--- src/rtl/train_delay_stats_if.sv ---
`default_nettype none
// ============================================================================
// train_delay_stats_if: AXI-stream style record channel (master/slave views).
// Revision 1.0
// ============================================================================
interface train_delay_stats_if #(
  parameter int DATA_W = 160
) ();
  logic [DATA_W-1:0]   tdata;
  logic [DATA_W/8-1:0] tstrb;
  logic                tvalid;
  logic                tlast;
  logic                tready;

  modport master (
    output tdata,
    output tstrb,
    output tvalid,
    output tlast,
    input  tready
  );

  modport slave (
    input  tdata,
    input  tstrb,
    input  tvalid,
    input  tlast,
    output tready
  );
endinterface
`default_nettype wire

--- src/rtl/train_delay_stats.sv ---
`default_nettype none
// ============================================================================
// train_delay_stats: per-train one-way latency statistics, one summary per train.
// Revision 1.0
// ============================================================================
module train_delay_stats #(
  parameter logic [15:0] TRAIN_LEN      = 16'd1000,
  parameter logic [31:0] TIMEOUT_CYCLES = 32'd1_000_000,
  parameter int          IN_WIDTH       = 160,
  parameter int          OUT_WIDTH      = 256
) (
  input wire                   clk,
  input wire                   reset,
  train_delay_stats_if.slave   s_axis,
  train_delay_stats_if.master  m_axis
);

  localparam logic [1:0] S_IDLE  = 2'd0;
  localparam logic [1:0] S_ACCUM = 2'd1;
  localparam logic [1:0] S_EMIT  = 2'd2;

  logic [1:0]  r_state;
  logic [1:0]  w_state_nxt;

  logic [15:0] r_first_id,   w_first_id_nxt;
  logic [15:0] r_last_id,    w_last_id_nxt;
  logic [63:0] r_first_rx,   w_first_rx_nxt;
  logic [63:0] r_last_rx,    w_last_rx_nxt;
  logic [15:0] r_pkt_count,  w_pkt_count_nxt;
  logic [31:0] r_byte_count, w_byte_count_nxt;
  logic [31:0] r_min_lat,    w_min_lat_nxt;
  logic [31:0] r_max_lat,    w_max_lat_nxt;
  logic [63:0] r_sum_lat,    w_sum_lat_nxt;
  logic [31:0] r_timeout,    w_timeout_nxt;

  logic [OUT_WIDTH-1:0] r_summary;

  // Input record fields
  logic [IN_WIDTH-1:0] w_in;
  logic [15:0]         w_len;
  logic [15:0]         w_id;
  logic [63:0]         w_ts_tx;
  logic [63:0]         w_ts_rx;
  logic [63:0]         w_lat64;
  logic [31:0]         w_lat;
  logic [32:0]         w_byte_sum;
  logic [31:0]         w_byte_sat;

  logic w_ready;
  logic w_valid;
  logic w_accept;
  logic w_boundary;
  logic w_enter_emit;
  logic w_unused;

  assign w_in    = s_axis.tdata;
  assign w_len   = w_in[159:144];
  assign w_id    = w_in[143:128];
  assign w_ts_tx = w_in[127:64];
  assign w_ts_rx = w_in[63:0];

  assign w_unused = ^{s_axis.tstrb, s_axis.tlast};

  // Latencies that do not fit in 32 bits clamp to all-ones
  assign w_lat64 = w_ts_rx - w_ts_tx;
  assign w_lat   = (|w_lat64[63:32]) ? 32'hFFFF_FFFF : w_lat64[31:0];

  assign w_byte_sum = {1'b0, r_byte_count} + {17'd0, w_len};
  assign w_byte_sat = w_byte_sum[32] ? 32'hFFFF_FFFF : w_byte_sum[31:0];

  assign w_accept   = s_axis.tvalid & w_ready;
  assign w_boundary = (r_state == S_ACCUM) & s_axis.tvalid & ~w_ready;

  // ------------------------------------------------------------------
  // State register
  // ------------------------------------------------------------------
  always_ff @(posedge clk or posedge reset) begin
    if (reset) begin
      r_state <= S_IDLE;
    end else begin
      r_state <= w_state_nxt;
    end
  end

  // ------------------------------------------------------------------
  // Next-state logic
  // ------------------------------------------------------------------
  always_comb begin
    w_state_nxt = r_state;
    case (r_state)
      S_IDLE: begin
        if (w_accept) begin
          w_state_nxt = (w_pkt_count_nxt == TRAIN_LEN) ? S_EMIT : S_ACCUM;
        end
      end
      S_ACCUM: begin
        if (w_boundary) begin
          w_state_nxt = S_EMIT;
        end else if (w_accept) begin
          if (w_pkt_count_nxt == TRAIN_LEN) begin
            w_state_nxt = S_EMIT;
          end
        end else if (w_timeout_nxt == TIMEOUT_CYCLES) begin
          w_state_nxt = S_EMIT;
        end
      end
      S_EMIT: begin
        if (m_axis.tready) begin
          w_state_nxt = S_IDLE;
        end
      end
      default: w_state_nxt = S_IDLE;
    endcase
  end

  // ------------------------------------------------------------------
  // Output logic; ready never looks at m_axis.tready
  // ------------------------------------------------------------------
  always_comb begin
    w_ready = 1'b0;
    w_valid = 1'b0;
    case (r_state)
      S_IDLE:  w_ready = 1'b1;
      S_ACCUM: w_ready = (w_id > r_last_id);
      S_EMIT:  w_valid = 1'b1;
      default: w_ready = 1'b0;
    endcase
  end

  assign s_axis.tready = w_ready;
  assign m_axis.tvalid = w_valid;
  assign m_axis.tlast  = w_valid;
  assign m_axis.tstrb  = {(OUT_WIDTH/8){w_valid}};
  assign m_axis.tdata  = r_summary;

  // ------------------------------------------------------------------
  // Accumulator next values
  // ------------------------------------------------------------------
  always_comb begin
    w_first_id_nxt   = r_first_id;
    w_last_id_nxt    = r_last_id;
    w_first_rx_nxt   = r_first_rx;
    w_last_rx_nxt    = r_last_rx;
    w_pkt_count_nxt  = r_pkt_count;
    w_byte_count_nxt = r_byte_count;
    w_min_lat_nxt    = r_min_lat;
    w_max_lat_nxt    = r_max_lat;
    w_sum_lat_nxt    = r_sum_lat;
    w_timeout_nxt    = r_timeout;
    case (r_state)
      S_IDLE: begin
        if (w_accept) begin
          w_first_id_nxt   = w_id;
          w_last_id_nxt    = w_id;
          w_first_rx_nxt   = w_ts_rx;
          w_last_rx_nxt    = w_ts_rx;
          w_pkt_count_nxt  = 16'd1;
          w_byte_count_nxt = {16'd0, w_len};
          w_min_lat_nxt    = w_lat;
          w_max_lat_nxt    = w_lat;
          w_sum_lat_nxt    = {32'd0, w_lat};
          w_timeout_nxt    = 32'd0;
        end
      end
      S_ACCUM: begin
        if (w_accept) begin
          w_last_id_nxt    = w_id;
          w_last_rx_nxt    = w_ts_rx;
          w_pkt_count_nxt  = r_pkt_count + 16'd1;
          w_byte_count_nxt = w_byte_sat;
          w_min_lat_nxt    = (w_lat < r_min_lat) ? w_lat : r_min_lat;
          w_max_lat_nxt    = (w_lat > r_max_lat) ? w_lat : r_max_lat;
          w_sum_lat_nxt    = r_sum_lat + {32'd0, w_lat};
          w_timeout_nxt    = 32'd0;
        end else if (!w_boundary) begin
          w_timeout_nxt    = r_timeout + 32'd1;
        end
      end
      S_EMIT: begin
        if (m_axis.tready) begin
          w_first_id_nxt   = 16'd0;
          w_last_id_nxt    = 16'd0;
          w_first_rx_nxt   = 64'd0;
          w_last_rx_nxt    = 64'd0;
          w_pkt_count_nxt  = 16'd0;
          w_byte_count_nxt = 32'd0;
          w_min_lat_nxt    = 32'd0;
          w_max_lat_nxt    = 32'd0;
          w_sum_lat_nxt    = 64'd0;
          w_timeout_nxt    = 32'd0;
        end
      end
      default: w_timeout_nxt = 32'd0;
    endcase
  end

  always_ff @(posedge clk or posedge reset) begin
    if (reset) begin
      r_first_id   <= 16'd0;
      r_last_id    <= 16'd0;
      r_first_rx   <= 64'd0;
      r_last_rx    <= 64'd0;
      r_pkt_count  <= 16'd0;
      r_byte_count <= 32'd0;
      r_min_lat    <= 32'd0;
      r_max_lat    <= 32'd0;
      r_sum_lat    <= 64'd0;
      r_timeout    <= 32'd0;
    end else begin
      r_first_id   <= w_first_id_nxt;
      r_last_id    <= w_last_id_nxt;
      r_first_rx   <= w_first_rx_nxt;
      r_last_rx    <= w_last_rx_nxt;
      r_pkt_count  <= w_pkt_count_nxt;
      r_byte_count <= w_byte_count_nxt;
      r_min_lat    <= w_min_lat_nxt;
      r_max_lat    <= w_max_lat_nxt;
      r_sum_lat    <= w_sum_lat_nxt;
      r_timeout    <= w_timeout_nxt;
    end
  end

  // ------------------------------------------------------------------
  // Summary record, built from the values the train closes with
  // ------------------------------------------------------------------
  logic [17:0]          w_span;
  logic [17:0]          w_lost_raw;
  logic [15:0]          w_lost;
  logic [63:0]          w_duration;
  logic [OUT_WIDTH-1:0] w_summary;

  assign w_span     = {2'b00, w_last_id_nxt} - {2'b00, w_first_id_nxt} + 18'd1;
  assign w_lost_raw = w_span - {2'b00, w_pkt_count_nxt};
  assign w_lost     = w_lost_raw[17] ? 16'd0 :
                      (w_lost_raw[16] ? 16'hFFFF : w_lost_raw[15:0]);
  assign w_duration = w_last_rx_nxt - w_first_rx_nxt;

  assign w_summary = {w_pkt_count_nxt, w_lost, w_byte_count_nxt,
                      w_min_lat_nxt, w_max_lat_nxt, w_sum_lat_nxt, w_duration};

  assign w_enter_emit = (r_state != S_EMIT) && (w_state_nxt == S_EMIT);

  always_ff @(posedge clk or posedge reset) begin
    if (reset) begin
      r_summary <= '0;
    end else if (w_enter_emit) begin
      r_summary <= w_summary;
    end
  end

endmodule
`default_nettype wire

--- src/flat_wrapper.sv ---
// flat-port wrapper written by rule: the top's interface ports become plain ports
module train_delay_stats_flat 
#(
  parameter logic [15:0] TRAIN_LEN      = 16'd1000,
  parameter logic [31:0] TIMEOUT_CYCLES = 32'd1_000_000,
  parameter int          IN_WIDTH       = 160,
  parameter int          OUT_WIDTH      = 256
)
  (clk, reset, s_axis_tdata, s_axis_tstrb, s_axis_tvalid, s_axis_tlast, s_axis_tready, m_axis_tdata, m_axis_tstrb, m_axis_tvalid, m_axis_tlast, m_axis_tready);
  train_delay_stats_if #(.DATA_W(160)) s_axis_i ();
  train_delay_stats_if #(.DATA_W(256)) m_axis_i ();
  input wire clk;
  input wire reset;
  input wire logic [$bits(s_axis_i.tdata)-1:0] s_axis_tdata;
  input wire logic [$bits(s_axis_i.tstrb)-1:0] s_axis_tstrb;
  input wire logic [$bits(s_axis_i.tvalid)-1:0] s_axis_tvalid;
  input wire logic [$bits(s_axis_i.tlast)-1:0] s_axis_tlast;
  output wire logic [$bits(s_axis_i.tready)-1:0] s_axis_tready;
  output wire logic [$bits(m_axis_i.tdata)-1:0] m_axis_tdata;
  output wire logic [$bits(m_axis_i.tstrb)-1:0] m_axis_tstrb;
  output wire logic [$bits(m_axis_i.tvalid)-1:0] m_axis_tvalid;
  output wire logic [$bits(m_axis_i.tlast)-1:0] m_axis_tlast;
  input wire logic [$bits(m_axis_i.tready)-1:0] m_axis_tready;
  assign s_axis_i.tdata = s_axis_tdata;
  assign s_axis_i.tstrb = s_axis_tstrb;
  assign s_axis_i.tvalid = s_axis_tvalid;
  assign s_axis_i.tlast = s_axis_tlast;
  assign s_axis_tready = s_axis_i.tready;
  assign m_axis_tdata = m_axis_i.tdata;
  assign m_axis_tstrb = m_axis_i.tstrb;
  assign m_axis_tvalid = m_axis_i.tvalid;
  assign m_axis_tlast = m_axis_i.tlast;
  assign m_axis_i.tready = m_axis_tready;
  train_delay_stats #(.TRAIN_LEN(TRAIN_LEN), .TIMEOUT_CYCLES(TIMEOUT_CYCLES), .IN_WIDTH(IN_WIDTH), .OUT_WIDTH(OUT_WIDTH)) u_core (.clk(clk), .reset(reset), .s_axis(s_axis_i), .m_axis(m_axis_i));
endmodule
--- config.mk ---
export PLATFORM = sky130hd
export DESIGN_NAME = train_delay_stats_flat
export DESIGN_NICKNAME = d
export VERILOG_FILES = /design/src/rtl/train_delay_stats_if.sv /design/src/rtl/train_delay_stats.sv /design/src/flat_wrapper.sv
export SDC_FILE = /design/constraint.sdc
export NUM_CORES = 2
export LEC_CHECK = 0
export ABC_CLOCK_PERIOD_IN_PS = 29900
export CORE_UTILIZATION = 70
export DETAILED_ROUTE_END_ITERATION = 10
export DONT_BUFFER_PORTS = 1
export PLACE_DENSITY = 0.82
export SETUP_SLACK_MARGIN = 0.05
export SYNTH_ARGS = -nofsm -noshare
export SYNTH_HDL_FRONTEND = slang
export SYNTH_SLANG_ARGS = --single-unit
--- constraint.sdc ---
create_clock -name clk -period 29.9 [get_ports clk]
set_input_delay 2.99 -clock clk [delete_from_list [all_inputs] [get_ports clk]]
set_output_delay 2.99 -clock clk [all_outputs]
set_load 0.02 [all_outputs]
Yosys cells after proc, flatten, opt, wreduce, memory -nomap -nowiden
Index checks and enable logic that the tools add are counted.
Storage, ports and cells
  bits in registers: 626
  input port bits: 185
  output and inout bits: 291
  word-level logic and storage cells: 91
Cells by class
  add/subtract/negate cells: 9
  order comparisons: 3
  equal/unequal tests: 6
  muxes and demuxes: 53
  bitwise logic cells: 4
  reduce and logical (&&, ||, !) cells: 4
Operators by type and width (number)
  32-bit two-way mux: 17
  64-bit two-way mux: 7
  32-bit one-hot mux with 3 select lines: 4
  64-bit one-hot mux with 2 select lines: 2
  64-bit one-hot mux with 3 select lines: 1
  16-bit two-way mux: 9
  64-bit subtractor: 2
  64-bit by 32-bit adder with 64-bit output: 1
  16-bit one-hot mux with 2 select lines: 2
  16-bit one-hot mux with 3 select lines: 1
  32-bit by 16-bit adder with 33-bit output: 1
  32-bit by 1-bit adder with 32-bit output (second input constant): 1
  32-bit by 20-bit equality test with 1-bit output (second input constant): 1
  32-bit greater-than comparator: 1
  32-bit less-than comparator: 1
  32-bit OR reduction: 1
  18-bit by 1-bit adder with 18-bit output (second input constant): 1
  18-bit by 16-bit subtractor with 18-bit output: 1
  16-bit by 16-bit subtractor with 17-bit output: 1
  16-bit by 1-bit adder with 16-bit output (second input constant): 1
  16-bit by 10-bit equality test with 1-bit output (second input constant): 1
  16-bit greater-than comparator: 1
  2-bit two-way mux: 7
  2-bit one-hot mux with 3 select lines: 1
  other kinds (10): 13

Longest topological paths before layout
  depth in word-level cells: 14
  gate-level depth with buffers: 36
  mapped depth without buffers: 33

Least setup slack after synthesis
Ideal clock, no wire load.
  path type: input -> register
  start point: in s_axis_tdata[0]
  end point: reg u_core.r_sum_lat[46]
  data arrival time: 9.794 ns
  data required time: 29.768 ns
  slack: 19.974 ns
  stages on the path: 33
  path buffers: 3
  cell sequence: inv_1 -> ha_1 -> inv_1 -> fa_1 -> a211oi_1 -> o21ai_1 -> a31oi_2 -> o21ai_1 -> nand4_1 -> a21oi_1 -> a211oi_1 -> or4b_4 -> nor4_4 -> and4_1 -> buf_2 -> buf_2 -> nand3_1 -> ha_1 -> nor2b_1 -> o21a_1 -> o21ai_1 -> a311oi_1 -> a211oi_1 -> a31oi_1 -> a2111oi_0 -> or3_1 -> a31oi_1 -> and2_1 -> clkbuf_1 -> and3_1 -> nor2_1 -> o21ai_0 -> o31ai_1
On the way
  cells in the longest elaborated chain, start to end: 6
Ends and longest elaborated chain
  from (decl): line flat_wrapper.sv:14  | input wire logic [$bits(s_axis_i.tdata)-1:0] s_axis_tdata;
  64-bit subtractor (*): line train_delay_stats.sv:65  | assign w_lat64 = w_ts_rx - w_ts_tx;
  32-bit OR reduction: line train_delay_stats.sv:66  | assign w_lat = (|w_lat64[63:32]) ? 32'hFFFF_FFFF : w_lat64[31:0];
  32-bit two-way mux (*): line train_delay_stats.sv:66
  64-bit by 32-bit adder with 64-bit output (*): line train_delay_stats.sv:173  | w_sum_lat_nxt = r_sum_lat + {32'd0, w_lat};
  64-bit two-way mux (*): line train_delay_stats.sv:166  | if (w_accept) begin
  64-bit one-hot mux with 3 select lines (*): line train_delay_stats.sv:150  | case (r_state)
  named net u_core.w_sum_lat_nxt[46]: line train_delay_stats.sv:33  | logic [63:0] r_sum_lat, w_sum_lat_nxt;
  to (signal assigned): line train_delay_stats.sv:218  | r_sum_lat <= w_sum_lat_nxt;
  to (decl): line train_delay_stats.sv:33
The timed path passes the listed nets; every way through them passes the cells marked *.
A chain may end at the register's enable or synchronous reset.

Worst setup path after layout
  start point: in s_axis_tdata[0]
  end point: reg u_core.r_summary[108] (netlist: u_core.m_axis.tdata[108])
On the way
  cells in the longest elaborated chain, start to end: 6
Ends and longest elaborated chain
  64-bit subtractor (*): line train_delay_stats.sv:65
  32-bit OR reduction: line train_delay_stats.sv:66
  32-bit two-way mux (*): line train_delay_stats.sv:66
  64-bit by 32-bit adder with 64-bit output (*): line train_delay_stats.sv:173
  64-bit two-way mux (*): line train_delay_stats.sv:166
  64-bit one-hot mux with 3 select lines (*): line train_delay_stats.sv:150
  to (signal assigned): line train_delay_stats.sv:247  | r_summary <= w_summary;
  to (decl): line train_delay_stats.sv:36  | logic [OUT_WIDTH-1:0] r_summary;
Mark *: on every way between the ends. The rest lies on a longest branch, timed or not.

==> run_results.csv <==
group,metric,value,unit
synthesis,post_synth_num_cell_types,99,
synthesis,netlist_top_cells_area,"sky130_fd_sc_hd__dfrtp_1, sky130_fd_sc_hd__ha_1, sky130_fd_sc_hd__o21ai_0",
synthesis,synth-compound-area-share,23.9,%
power_and_ir_drop,worst_ir_drop_vdd,194,uV
timing,max_clock_freq,0.0811,GHz
worst_setup_path,cp-end-kind,"flip-flop",
synthesis,syn_nets,5258,
cells_and_area,syn_to_final_growth,5.83,%
clocking,cts_post_setup_buffers_inserted,0,
timing,final_period_minus_worst_setup_slack,12.33,ns
timing,setup_total_negative_slack,0,ns
grt,met3_demand_to_capacity_share_in_global_routing,10.1,%
run,cap_viol_max_count,0,
route,avgViaCountPerCell,6.77,
worst_setup_path,reg2regPathDepth,21,
grt,grt.total_usage,41.5,%
clocking,post_cts_hold_buffer_count,0,
timing,fin_crit_sh,41.2,%
grt,grt_pass1_wl,196000,um
grt,grt_antenna_before_repair,3,
grt,largest_net_degree_at_the_start_of_global_routing,117,
die,core-area,58200,um^2
synthesis,warnings_from_yosys,0,
timing,finalSetupViolCount,0,
place,gpl.final_weighted_congestion,1.04,
timing,whs,0.493,ns
worst_setup_path,criticalPathCategory,"primary input to flip-flop",
worst_setup_path,crit-reg2reg-launch,"u_core.r_state[1]",
worst_setup_path,rrSetupSlack,20.86,ns
synthesis,synth_top_family_by_area,"compound AO/OA/AOI/OAI gates",
grt,global_route.peak_usage_layer,"met2",
worst_hold_path,hold_path.class,"flip-flop to flip-flop",
synthesis,synthesis.area_per_instance,8.73,um^2
synthesis,mappedNetlistArea,41600,um^2
clocking,cts-buffers-inserted,67,
worst_setup_path,critPathArrivalTime,12.82,ns
timing,number_of_endpoints_with_negative_hold_slack_in_the_final_report,0,
clocking,tritoncts,"yes",
cells_and_area,final_layout_size_suffix_gt1_share,6.37,%
worst_hold_path,worst_hold_startpoint,"u_core.r_first_rx[11]",
worst_hold_path,worst_hold_path.num_cells,2,
route,route.antenna.remaining_nets,0,
clocking,cts.reportedPaths.clkPinSlew,0.06,ns
worst_setup_path,cp-start-kind,"primary input",
status,run_status,"complete, but fails checks",
synthesis,yosys.area_share.adder,9.45,%
timing,final.setup_skew,0.0308,ns
cells_and_area,finalNetCount,5104,
route,dr.first_iter.drc_count,3468,
grt,global_route.usage.met2,65.8,%
worst_setup_path,critPathMaxFanout,15,
clocking,post_cts_resized,0,
route,post_drt_wl_per_cell,23.4,um
clocking,h-tree-depth,3,
die,overall_die_width,246,um
cells_and_area,final_common_cell,"sky130_fd_sc_hd__dfrtp_1",
power_and_ir_drop,power.static_leakage,20.2,nW
worst_hold_path,min_delay_worst_endpoint,"u_core.r_first_rx[11]",
synthesis,synth-main-ff-cell,"sky130_fd_sc_hd__dfrtp_1",
die,chipHeight,246,um
power_and_ir_drop,power_density,142,nW/um^2
synthesis,post-synth-top-area-cell,"sky130_fd_sc_hd__dfrtp_1",
die,num_ports,476,
status,failed_checks,"DRC",
route,routed_wl,127000,um
timing,grt_setup_unrepaired,"false",
place,port_buffers,0,
die,dieArea,60400,um^2
synthesis,sequential_share_of_the_synthesized_area,37.7,%
die,rows,88,
route,detail_route.drc_violations,1,
timing,measured_slew_at_the_worst_slew_check_pin,1.22,ns
worst_setup_path,worst-path-buf-inv,2,
worst_setup_path,crit_required,30.39,ns
grt,met1_usage_grt,50.9,%
route,count_of_vias_placed_by_the_detailed_router,36728,
clocking,clock_sink_count,626,
worst_setup_path,crit_family,"compound AO/OA/AOI/OAI gates",
synthesis,synth-edff-count,0,
synthesis,synth-simple-area-share,14.5,%
worst_setup_path,regToRegEndpoint,"u_core.m_axis.tdata[81]",
timing,worst_slew_margin_rel,18.7,%
synthesis,synthMuxAreaShare,4.36,%
place,detailedPlacementHpwl,90900,um
worst_setup_path,critPathMaxStageDelay,0.71,ns
synthesis,post_synth_inst_count,4764,
worst_setup_path,cpMostUsedCell,"sky130_fd_sc_hd__o21ai_1",
synthesis,postSynthRegisterBits,626,
timing,timing_max_transition_violations_final,0,
clocking,root_buffer,"sky130_fd_sc_hd__clkbuf_16",
clocking,clock_latency,0.64,ns
route,iteration_count_of_the_initial_detailed_routing_pass,9,
clocking,bufs_on_longest_clock_path,3,
grt,grt_pass1_vias,35543,
die,floorplan.initialDensity,71.4,%
synthesis,synth_xor_xnor_area_share,4.13,%
synthesis,synthArstFlopShare,100,%
worst_setup_path,cell_with_the_largest_stage_delay_on_the_worst_path,"sky130_fd_sc_hd__a31oi_1",
worst_setup_path,path_depth,30,
cells_and_area,layout.cells.most_common_list,"sky130_fd_sc_hd__dfrtp_1, sky130_fd_sc_hd__nand2_1, sky130_fd_sc_hd__o21ai_0",
grt,global_route.overflow_total,0,
power_and_ir_drop,finalPower,6.26,mW
synthesis,netlist.area_leader.share,37.7,%
[worst max path at each step]
| stage | to | start | slack [ns] |
|---|---|---|---|
| after floorplan | u_core.m_axis.tdata[0] | reset | 9.38 |
| after global placement | u_core.m_axis.tdata[108] | s_axis_tdata[0] | 17.63 |
| after detailed placement | u_core.m_axis.tdata[108] | s_axis_tdata[0] | 17.22 |
| after CTS | u_core.m_axis.tdata[108] | s_axis_tdata[0] | 17.79 |
| after global routing | u_core.m_axis.tdata[108] | s_axis_tdata[0] | 17.02 |
| final | u_core.m_axis.tdata[108] | s_axis_tdata[0] | 17.57 |
[final cells by class]
cell class | instances | area [um^2]
antenna | 1 | 2.50
clock buffer | 96 | 1910
clock inverter | 25 | 307
fill | 4314 | 14200
inverter | 341 | 1290
multi-input combinational | 3529 | 23500
sequential | 626 | 15700
tap | 765 | 957
timing repair buffer | 45 | 370
[tightest hold or removal path, cell delays in order, from the launching register on]
cell and delay [ns]:
sky130_fd_sc_hd__dfrtp_1 0.32, sky130_fd_sc_hd__a22oi_1 0.08, sky130_fd_sc_hd__inv_1 0.06
[power by group]
part	internal, mW	leakage (nW)	switching, mW	total [mW]
clock	0.484	1.09	0.369	0.853
sequential	1.18	7.93	0.402	1.58
combinational	1.51	11.1	2.32	3.83
total	3.17	20.2	3.09	6.26
[state kept, by name, indices dropped and copies added (netlist names), 32 cells and up]
| name | flops |
|---|---|
| u_core.m_axis.tdata | 256 |
| u_core.r_first_rx | 64 |
| u_core.r_last_rx | 64 |
| u_core.r_sum_lat | 64 |
| u_core.r_byte_count | 32 |
| u_core.r_max_lat | 32 |
| u_core.r_min_lat | 32 |
| u_core.r_timeout | 32 |
[synth_stat cells, types with 11 or more instances]
| cell | number |
|---|---|
| sky130_fd_sc_hd__a2111oi_0 | 13 |
| sky130_fd_sc_hd__a211oi_1 | 29 |
| sky130_fd_sc_hd__a21o_1 | 127 |
| sky130_fd_sc_hd__a21oi_1 | 340 |
| sky130_fd_sc_hd__a221o_1 | 20 |
| sky130_fd_sc_hd__a221oi_1 | 12 |
| sky130_fd_sc_hd__a22o_1 | 82 |
| sky130_fd_sc_hd__a22oi_1 | 47 |
| sky130_fd_sc_hd__a31o_2 | 11 |
| sky130_fd_sc_hd__a31oi_1 | 67 |
| sky130_fd_sc_hd__and2_1 | 23 |
| sky130_fd_sc_hd__and3_1 | 76 |
| sky130_fd_sc_hd__and4_1 | 19 |
| sky130_fd_sc_hd__buf_1 | 22 |
| sky130_fd_sc_hd__buf_2 | 54 |
| sky130_fd_sc_hd__buf_4 | 36 |
| sky130_fd_sc_hd__clkbuf_1 | 155 |
| sky130_fd_sc_hd__dfrtp_1 | 626 |
| sky130_fd_sc_hd__ha_1 | 303 |
| sky130_fd_sc_hd__inv_1 | 339 |
| sky130_fd_sc_hd__mux2_2 | 86 |
| sky130_fd_sc_hd__mux2i_1 | 80 |
| sky130_fd_sc_hd__nand2_1 | 585 |
| sky130_fd_sc_hd__nand2b_1 | 34 |
| sky130_fd_sc_hd__nand3_1 | 97 |
| sky130_fd_sc_hd__nand4_1 | 63 |
| sky130_fd_sc_hd__nor2_1 | 228 |
| sky130_fd_sc_hd__nor2b_1 | 32 |
| sky130_fd_sc_hd__nor3_1 | 44 |
| sky130_fd_sc_hd__nor4_1 | 20 |
| sky130_fd_sc_hd__o211ai_1 | 27 |
| sky130_fd_sc_hd__o21a_1 | 44 |
| sky130_fd_sc_hd__o21ai_0 | 480 |
| sky130_fd_sc_hd__o21ai_1 | 45 |
| sky130_fd_sc_hd__o21bai_1 | 29 |
| sky130_fd_sc_hd__o22a_1 | 16 |
| sky130_fd_sc_hd__o22ai_1 | 16 |
| sky130_fd_sc_hd__o31ai_1 | 37 |
| sky130_fd_sc_hd__or3_1 | 26 |
| sky130_fd_sc_hd__xnor2_1 | 128 |
| sky130_fd_sc_hd__xor2_1 | 68 |
[routing by layer]
metal,share of wire (%),vias to the layer above
li1,-,16793
met1,38,17649
met2,46,1810
met3,9.6,474
met4,6.6,2
met5,0.013,-
[metrics by stage]
stage / utilization, % / worst slack (ns) / instances / instance area, um^2
3_3_place_gp: 71.8 / 17.63 / 5306 / 41800
3_5_place_dp: 71.8 / 17.22 / 5306 / 41800
6_report: 75.6 / 17.57 / 5428 / 44000
2_1_floorplan: - / 9.38 / 4764 / 41600
4_1_cts: 75.6 / 17.79 / 5427 / 44000
5_1_grt: 75.6 / 17.02 / 5428 / 44000
[cell families after synthesis]
family	Yosys count
adders and majority gates	311
and+or+nand+nor	1290
buffers and inverters	609
xor gates and xnor gates	196
muxes	170
DFF	626
AOI/OAI and AO/OA	1562
No activity file was read; power rests on OpenSTA's default activity.
